$ cat config.mk
export PLATFORM = sky130hd
export DESIGN_NAME = segment_if_id
export DESIGN_NICKNAME = d
export VERILOG_FILES = /design/src/rtl/segment_if_id_pkg.sv /design/src/rtl/segment_if_id_pipe_reg.sv /design/src/rtl/segment_if_id.sv
export SDC_FILE = /design/constraint.sdc
export NUM_CORES = 1
export LEC_CHECK = 0
export CELL_PAD_IN_SITES_DETAIL_PLACEMENT = 1
export CELL_PAD_IN_SITES_GLOBAL_PLACEMENT = 1
export CORE_MARGIN = 5
export CORE_UTILIZATION = 22
export DETAILED_ROUTE_END_ITERATION = 6
export PLACE_DENSITY = 0.82
export REMOVE_ABC_BUFFERS = 1
export SLEW_MARGIN = 20
export SYNTH_ARGS = -nofsm -noshare
export SYNTH_HDL_FRONTEND = slang
export SYNTH_HIERARCHICAL = 1
export SYNTH_SLANG_ARGS = --single-unit
$ cat constraint.sdc
create_clock -name clk -period 1.1 [get_ports clk]
set_input_delay 0.275 -clock clk [delete_from_list [all_inputs] [get_ports clk]]
set_output_delay 0.275 -clock clk [all_outputs]
set_load 0.01 [all_outputs]
$ cat src/rtl/segment_if_id_pkg.sv
// Shared pipeline constants: register widths and the bit positions of every
// instruction field the decode stage picks out of the IF/ID instruction word.
package segment_if_id_pkg;

  localparam int unsigned PC_W    = 32;
  localparam int unsigned INSTR_W = 32;

  // High/low bit of each decoder-alternative slice of the instruction register
  localparam int unsigned INSTR_31_30_HI = 31;
  localparam int unsigned INSTR_31_30_LO = 30;
  localparam int unsigned INSTR_29_25_HI = 29;
  localparam int unsigned INSTR_29_25_LO = 25;
  localparam int unsigned INSTR_27_24_HI = 27;
  localparam int unsigned INSTR_27_24_LO = 24;
  localparam int unsigned INSTR_21_18_HI = 21;
  localparam int unsigned INSTR_21_18_LO = 18;
  localparam int unsigned INSTR_20_17_HI = 20;
  localparam int unsigned INSTR_20_17_LO = 17;
  localparam int unsigned INSTR_7_4_HI   = 7;
  localparam int unsigned INSTR_7_4_LO   = 4;
  localparam int unsigned INSTR_23_20_HI = 23;
  localparam int unsigned INSTR_23_20_LO = 20;
  localparam int unsigned INSTR_16_13_HI = 16;
  localparam int unsigned INSTR_16_13_LO = 13;
  localparam int unsigned INSTR_25_22_HI = 25;
  localparam int unsigned INSTR_25_22_LO = 22;
  localparam int unsigned INSTR_24_21_HI = 24;
  localparam int unsigned INSTR_24_21_LO = 21;
  localparam int unsigned INSTR_11_8_HI  = 11;
  localparam int unsigned INSTR_11_8_LO  = 8;
  localparam int unsigned INSTR_27_0_HI  = 27;
  localparam int unsigned INSTR_27_0_LO  = 0;

endpackage

$ cat src/rtl/segment_if_id_pipe_reg.sv
// Generic pipeline register: parameterised width and reset value, rising-edge
// clock, asynchronous active-high reset.
module pipe_reg #(
  parameter int unsigned           WIDTH     = 32,
  parameter logic [WIDTH-1:0]      RESET_VAL = '0
) (
  input  logic             clk,
  input  logic             rst,
  input  logic [WIDTH-1:0] d_i,
  output logic [WIDTH-1:0] q_o
);

  logic [WIDTH-1:0] data_q;
  logic [WIDTH-1:0] data_d;

  assign data_d = d_i;

  always_ff @(posedge clk or posedge rst) begin
    if (rst) begin
      data_q <= RESET_VAL;
    end else begin
      data_q <= data_d;
    end
  end

  assign q_o = data_q;

endmodule

$ cat src/rtl/segment_if_id.sv
// IF/ID pipeline segment: registers the fetched PC and instruction and exposes
// fixed field slices of the single instruction register to the decode stage.
module segment_if_id
  import segment_if_id_pkg::*;
#(
  parameter logic [PC_W-1:0]    RESET_PC    = 32'h0,
  parameter logic [INSTR_W-1:0] RESET_INSTR = 32'h0
) (
  input  logic               clk,
  input  logic               rst,
  input  logic [PC_W-1:0]    pc_out,
  input  logic [INSTR_W-1:0] instruction,
  output logic [PC_W-1:0]    pc,
  output logic [1:0]         instr_31_30,
  output logic [4:0]         instr_29_25,
  output logic [3:0]         instr_27_24,
  output logic [3:0]         instr_21_18,
  output logic [3:0]         instr_20_17,
  output logic [3:0]         instr_7_4,
  output logic [3:0]         instr_23_20,
  output logic [3:0]         instr_16_13,
  output logic [3:0]         instr_25_22,
  output logic [3:0]         instr_24_21,
  output logic [3:0]         instr_11_8,
  output logic [27:0]        instr_27_0
);

  logic [PC_W-1:0]    pc_q;
  logic [INSTR_W-1:0] instr_q;

  pipe_reg #(
    .WIDTH     (PC_W),
    .RESET_VAL (RESET_PC)
  ) u_pc_reg (
    .clk (clk),
    .rst (rst),
    .d_i (pc_out),
    .q_o (pc_q)
  );

  pipe_reg #(
    .WIDTH     (INSTR_W),
    .RESET_VAL (RESET_INSTR)
  ) u_instr_reg (
    .clk (clk),
    .rst (rst),
    .d_i (instruction),
    .q_o (instr_q)
  );

  assign pc = pc_q;

  // All fields come from one register, so overlapping slices never disagree
  assign instr_31_30 = instr_q[INSTR_31_30_HI:INSTR_31_30_LO];
  assign instr_29_25 = instr_q[INSTR_29_25_HI:INSTR_29_25_LO];
  assign instr_27_24 = instr_q[INSTR_27_24_HI:INSTR_27_24_LO];
  assign instr_21_18 = instr_q[INSTR_21_18_HI:INSTR_21_18_LO];
  assign instr_20_17 = instr_q[INSTR_20_17_HI:INSTR_20_17_LO];
  assign instr_7_4   = instr_q[INSTR_7_4_HI:INSTR_7_4_LO];
  assign instr_23_20 = instr_q[INSTR_23_20_HI:INSTR_23_20_LO];
  assign instr_16_13 = instr_q[INSTR_16_13_HI:INSTR_16_13_LO];
  assign instr_25_22 = instr_q[INSTR_25_22_HI:INSTR_25_22_LO];
  assign instr_24_21 = instr_q[INSTR_24_21_HI:INSTR_24_21_LO];
  assign instr_11_8  = instr_q[INSTR_11_8_HI:INSTR_11_8_LO];
  assign instr_27_0  = instr_q[INSTR_27_0_HI:INSTR_27_0_LO];

endmodule

======== Word level (Yosys, flattened, before mapping) ========
Cells that the tools add are included.
word-level totals
  bits in registers ....................... 64
  output and inout port bits .............. 103

======== Longest topological paths before layout ========
  depth in word-level cells ............... 0
  gate-level depth with buffers ........... 1
  depth with buffers taken out ............ 1

======== Hierarchy ========
The synthesis kept the hierarchy.
by module, submodules not included
  module         seq. area each (µm²)  area each (µm²)  cells each  times used
  pipe_reg       800.8                 804.5            33          2
  segment_if_id  0.0                   292.8            39          1

======== Worst setup path after synthesis ========
OpenSTA, ideal clock, no wires.
  path kind ............................... reg-to-output
  from .................................... register u_instr_reg.data_q[20], in the netlist u_instr_reg/q_o[20]
  to ...................................... output instr_21_18[2]
  path slack .............................. 0.259 ns
  data arrival time ....................... 0.566 ns
  stages on the path, launching flop included .. 2
  data required time ...................... 0.825 ns
  path through ............................ dfrtp_1 buf_4
RTL lines
  element                   line                          text
  start: declaration        segment_if_id_pipe_reg.sv:13  logic [WIDTH-1:0] data_q;
  start signal: assignment  segment_if_id_pipe_reg.sv:22  data_q <= data_d;
  end: declaration          segment_if_id.sv:17           output logic [3:0] instr_21_18,
No word-level cell between the ends.

======== Final worst setup path ========
  from .................................... register u_instr_reg.data_q[23], in the netlist u_instr_reg/q_o[23]
  to ...................................... output instr_24_21[2]
RTL lines
  element           line                 text
  end: declaration  segment_if_id.sv:23  output logic [3:0] instr_24_21,
No word-level cell between the ends.

==> results.json <==
{
  "final_cells": 361,
  "post_synth_num_cell_types": 3,
  "synthCells": 105,
  "maxCapViolCount": 0,
  "crit_path_end_kind": "primary output",
  "multi_input_area_um2": 0,
  "max_freq_mhz": 804.5,
  "rsz0062_at_grt": "yes",
  "drt-initial-drc-count": 9,
  "comb.multi_input.count": 0,
  "vias_per_cell": 3.490,
  "worstSetupEndpoint": "instr_24_21[2]",
  "ys_ff_latch": 64,
  "clockRootBuffer": "clkbuf_8",
  "diodes": 0,
  "fin_ws_ps": -143.0,
  "cts_hold_buf": 0,
  "row_count": 34,
  "die_w_um": 103.0,
  "synth_warnings": 6,
  "wl_per_cell_um": 16.54,
  "path_clk_slew_ps": 70,
  "yosys.area.top_type_share_pct": 84.21,
  "finalHoldViolations": 0,
  "track_usage_pct": 11.38,
  "ir_drop_mv": 0.7206,
  "yosysSeqAreaShare_pct": 84.21,
  "failed_checks": "negative setup slack",
  "slew_viol_final": 0,
  "place_inst": 344,
  "hp-class": "primary input to asynchronous set/reset pin",
  "worstPathMaxFanout": 2,
  "dieArea_mm2": 0.01060,
  "gp_congestion": 0.6997,
  "grt_pass1_vias": 1484,
  "grt_max_degree": 33,
  "via_count": 1260,
  "syn_area_mm2": 0.001902,
  "criticalPathCategory": "flip-flop to primary output",
  "grt_pass1_wl_mm": 8.652,
  "cts_buffers": 9,
  "critPathArrivalTime_ps": 970,
  "tightest_slew_ps": 178.6,
  "cts_num_sinks": 64,
  "area_growth_pct": 80.72,
  "antenna_found_initial": 0,
  "powerDensity_mw_per_mm2": 1547,
  "io_pins": 169,
  "outcome": "finished, violations left",
  "start_util_pct": 22.24,
  "report.final.setup_viol": 61,
  "routed_wl_mm": 5.972,
  "synth.avg_cell_area_um2": 18.11,
  "ant_nets": 0,
  "nets": 315,
  "drt_pass1_iterations": 2,
  "cts.htree.levels": 3,
  "critPathRequiredTime_ps": 820,
  "crit_start": "u_instr_reg/q_o[23]$_DFF_PP0_",
  "synth_top_area_cell": "dfrtp_1",
  "max_slew_margin_pct": 88.09,
  "cts_tree": "done",
  "cts_buffer_depth": 2,
  "dp_hpwl_mm": 4.967,
  "portBuffers": 168,
  "yosys-top-cells-area": "dfrtp_1 (84%), buf_4 (15%), inv_1 (0.39%)",
  "grt.overflow.total": 0,
  "p_leak_nw": 1.639,
  "coreArea_mm2": 0.008551,
  "hold_ws_ps": 333.0,
  "die_h_um": 103.0,
  "drc_errors": 0,
  "fin_crit_sh_pct": 113.0,
  "drive_gt1_share_pct": 47.43,
  "period_minus_slack_ps": 1243,
  "cp-start-kind": "flip-flop"
}
## worst max-delay path, cell delays in order, from the launching register on
cell and delay (ps):
dfrtp_1 410, buf_6 130, buf_6 110
## flip-flops by register name, indices dropped and copies added (netlist names)
| signal | flops |
|---|---|
| u_instr_reg/q_o | 32 |
| u_pc_reg/q_o | 32 |
## Yosys cell counts
cell type	count
inv_1	2
dfrtp_1	64
buf_4	39
## metrics by stage
| step | TNS, ps | worst slack [ps] | total power [mW] | instance area (µm²) | util, % |
|---|---|---|---|---|---|
| global route | -7293 | -192.6 | 5.580 | 3437 | 40.20 |
| detailed placement | -6511 | -155.7 | 3.389 | 3466 | 40.53 |
| global placement | -4938 | -109.8 | 3.365 | 3466 | 40.53 |
| floorplan | 0 | 134.2 | 2.706 | 1609 | - |
| finish | -2583 | -143.0 | 5.316 | 3437 | 40.20 |
| CTS | -5005 | -158.5 | 5.404 | 3324 | 38.88 |
## power by group
group | internal [mW] | switching [mW]
clock | 1.26 | 0.814
sequential | 2.47 | 0.0632
combinational | 0.438 | 0.270
total | 4.17 | 1.15
## timing repair
item | 4_1_cts | 5_1_grt
gates resized for setup | 441 | 18
hold endpoints to repair | 0 | 0
cloned | 0 | 0
setup endpoints to repair | 103 | 103
buffers inserted | 2 | 0
## layout by cell type (no fill, tap or decap), drive strengths merged
master,instances
dfrtp,64
clkdlybuf4s50,65
inv,2
clkbuf,11
bufinv,2
buf,107
clkinv,2
## final cells by class
class | instances | area (µm²)
well taps | 108 | 135.1
clock buffers | 11 | 131.4
repair buffers | 172 | 1491
clock inverters | 4 | 70.07
fillers | 917 | 5114
flip-flops and latches | 64 | 1602
inverters | 2 | 7.507
## routing by layer
layer	vias up	routed length (µm)	share of wire [%]	GRT usage [%]
met2	52	3699	62	21.90
met3	7	407	6.8	4.465
met5	-	0	0	0
li1	564	-	-	-
met1	637	1753	29	10.88
met4	0	111	1.9	3.884
## kinds of logic (layout without fill, tap and decap cells)
group / Yosys count / after routing / synth area share, %
flops: 64 / 64 / 84.21
buf+inv: 41 / 189 / 15.79
## worst min-delay path by stage
stage                                    endpoint  slack (ps)  depth (start not counted)
floorplan            u_instr_reg/q_o[0]$_DFF_PP0_         310                          0
global placement    u_instr_reg/q_o[15]$_DFF_PP0_         670                          3
detailed placement   u_instr_reg/q_o[3]$_DFF_PP0_         680                          3
CTS                    u_pc_reg/q_o[23]$_DFF_PP0_         320                          3
global route        u_instr_reg/q_o[15]$_DFF_PP0_         360                          3
finish               u_instr_reg/q_o[3]$_DFF_PP0_         330                          3
Power figures use the tool's default switching activity.
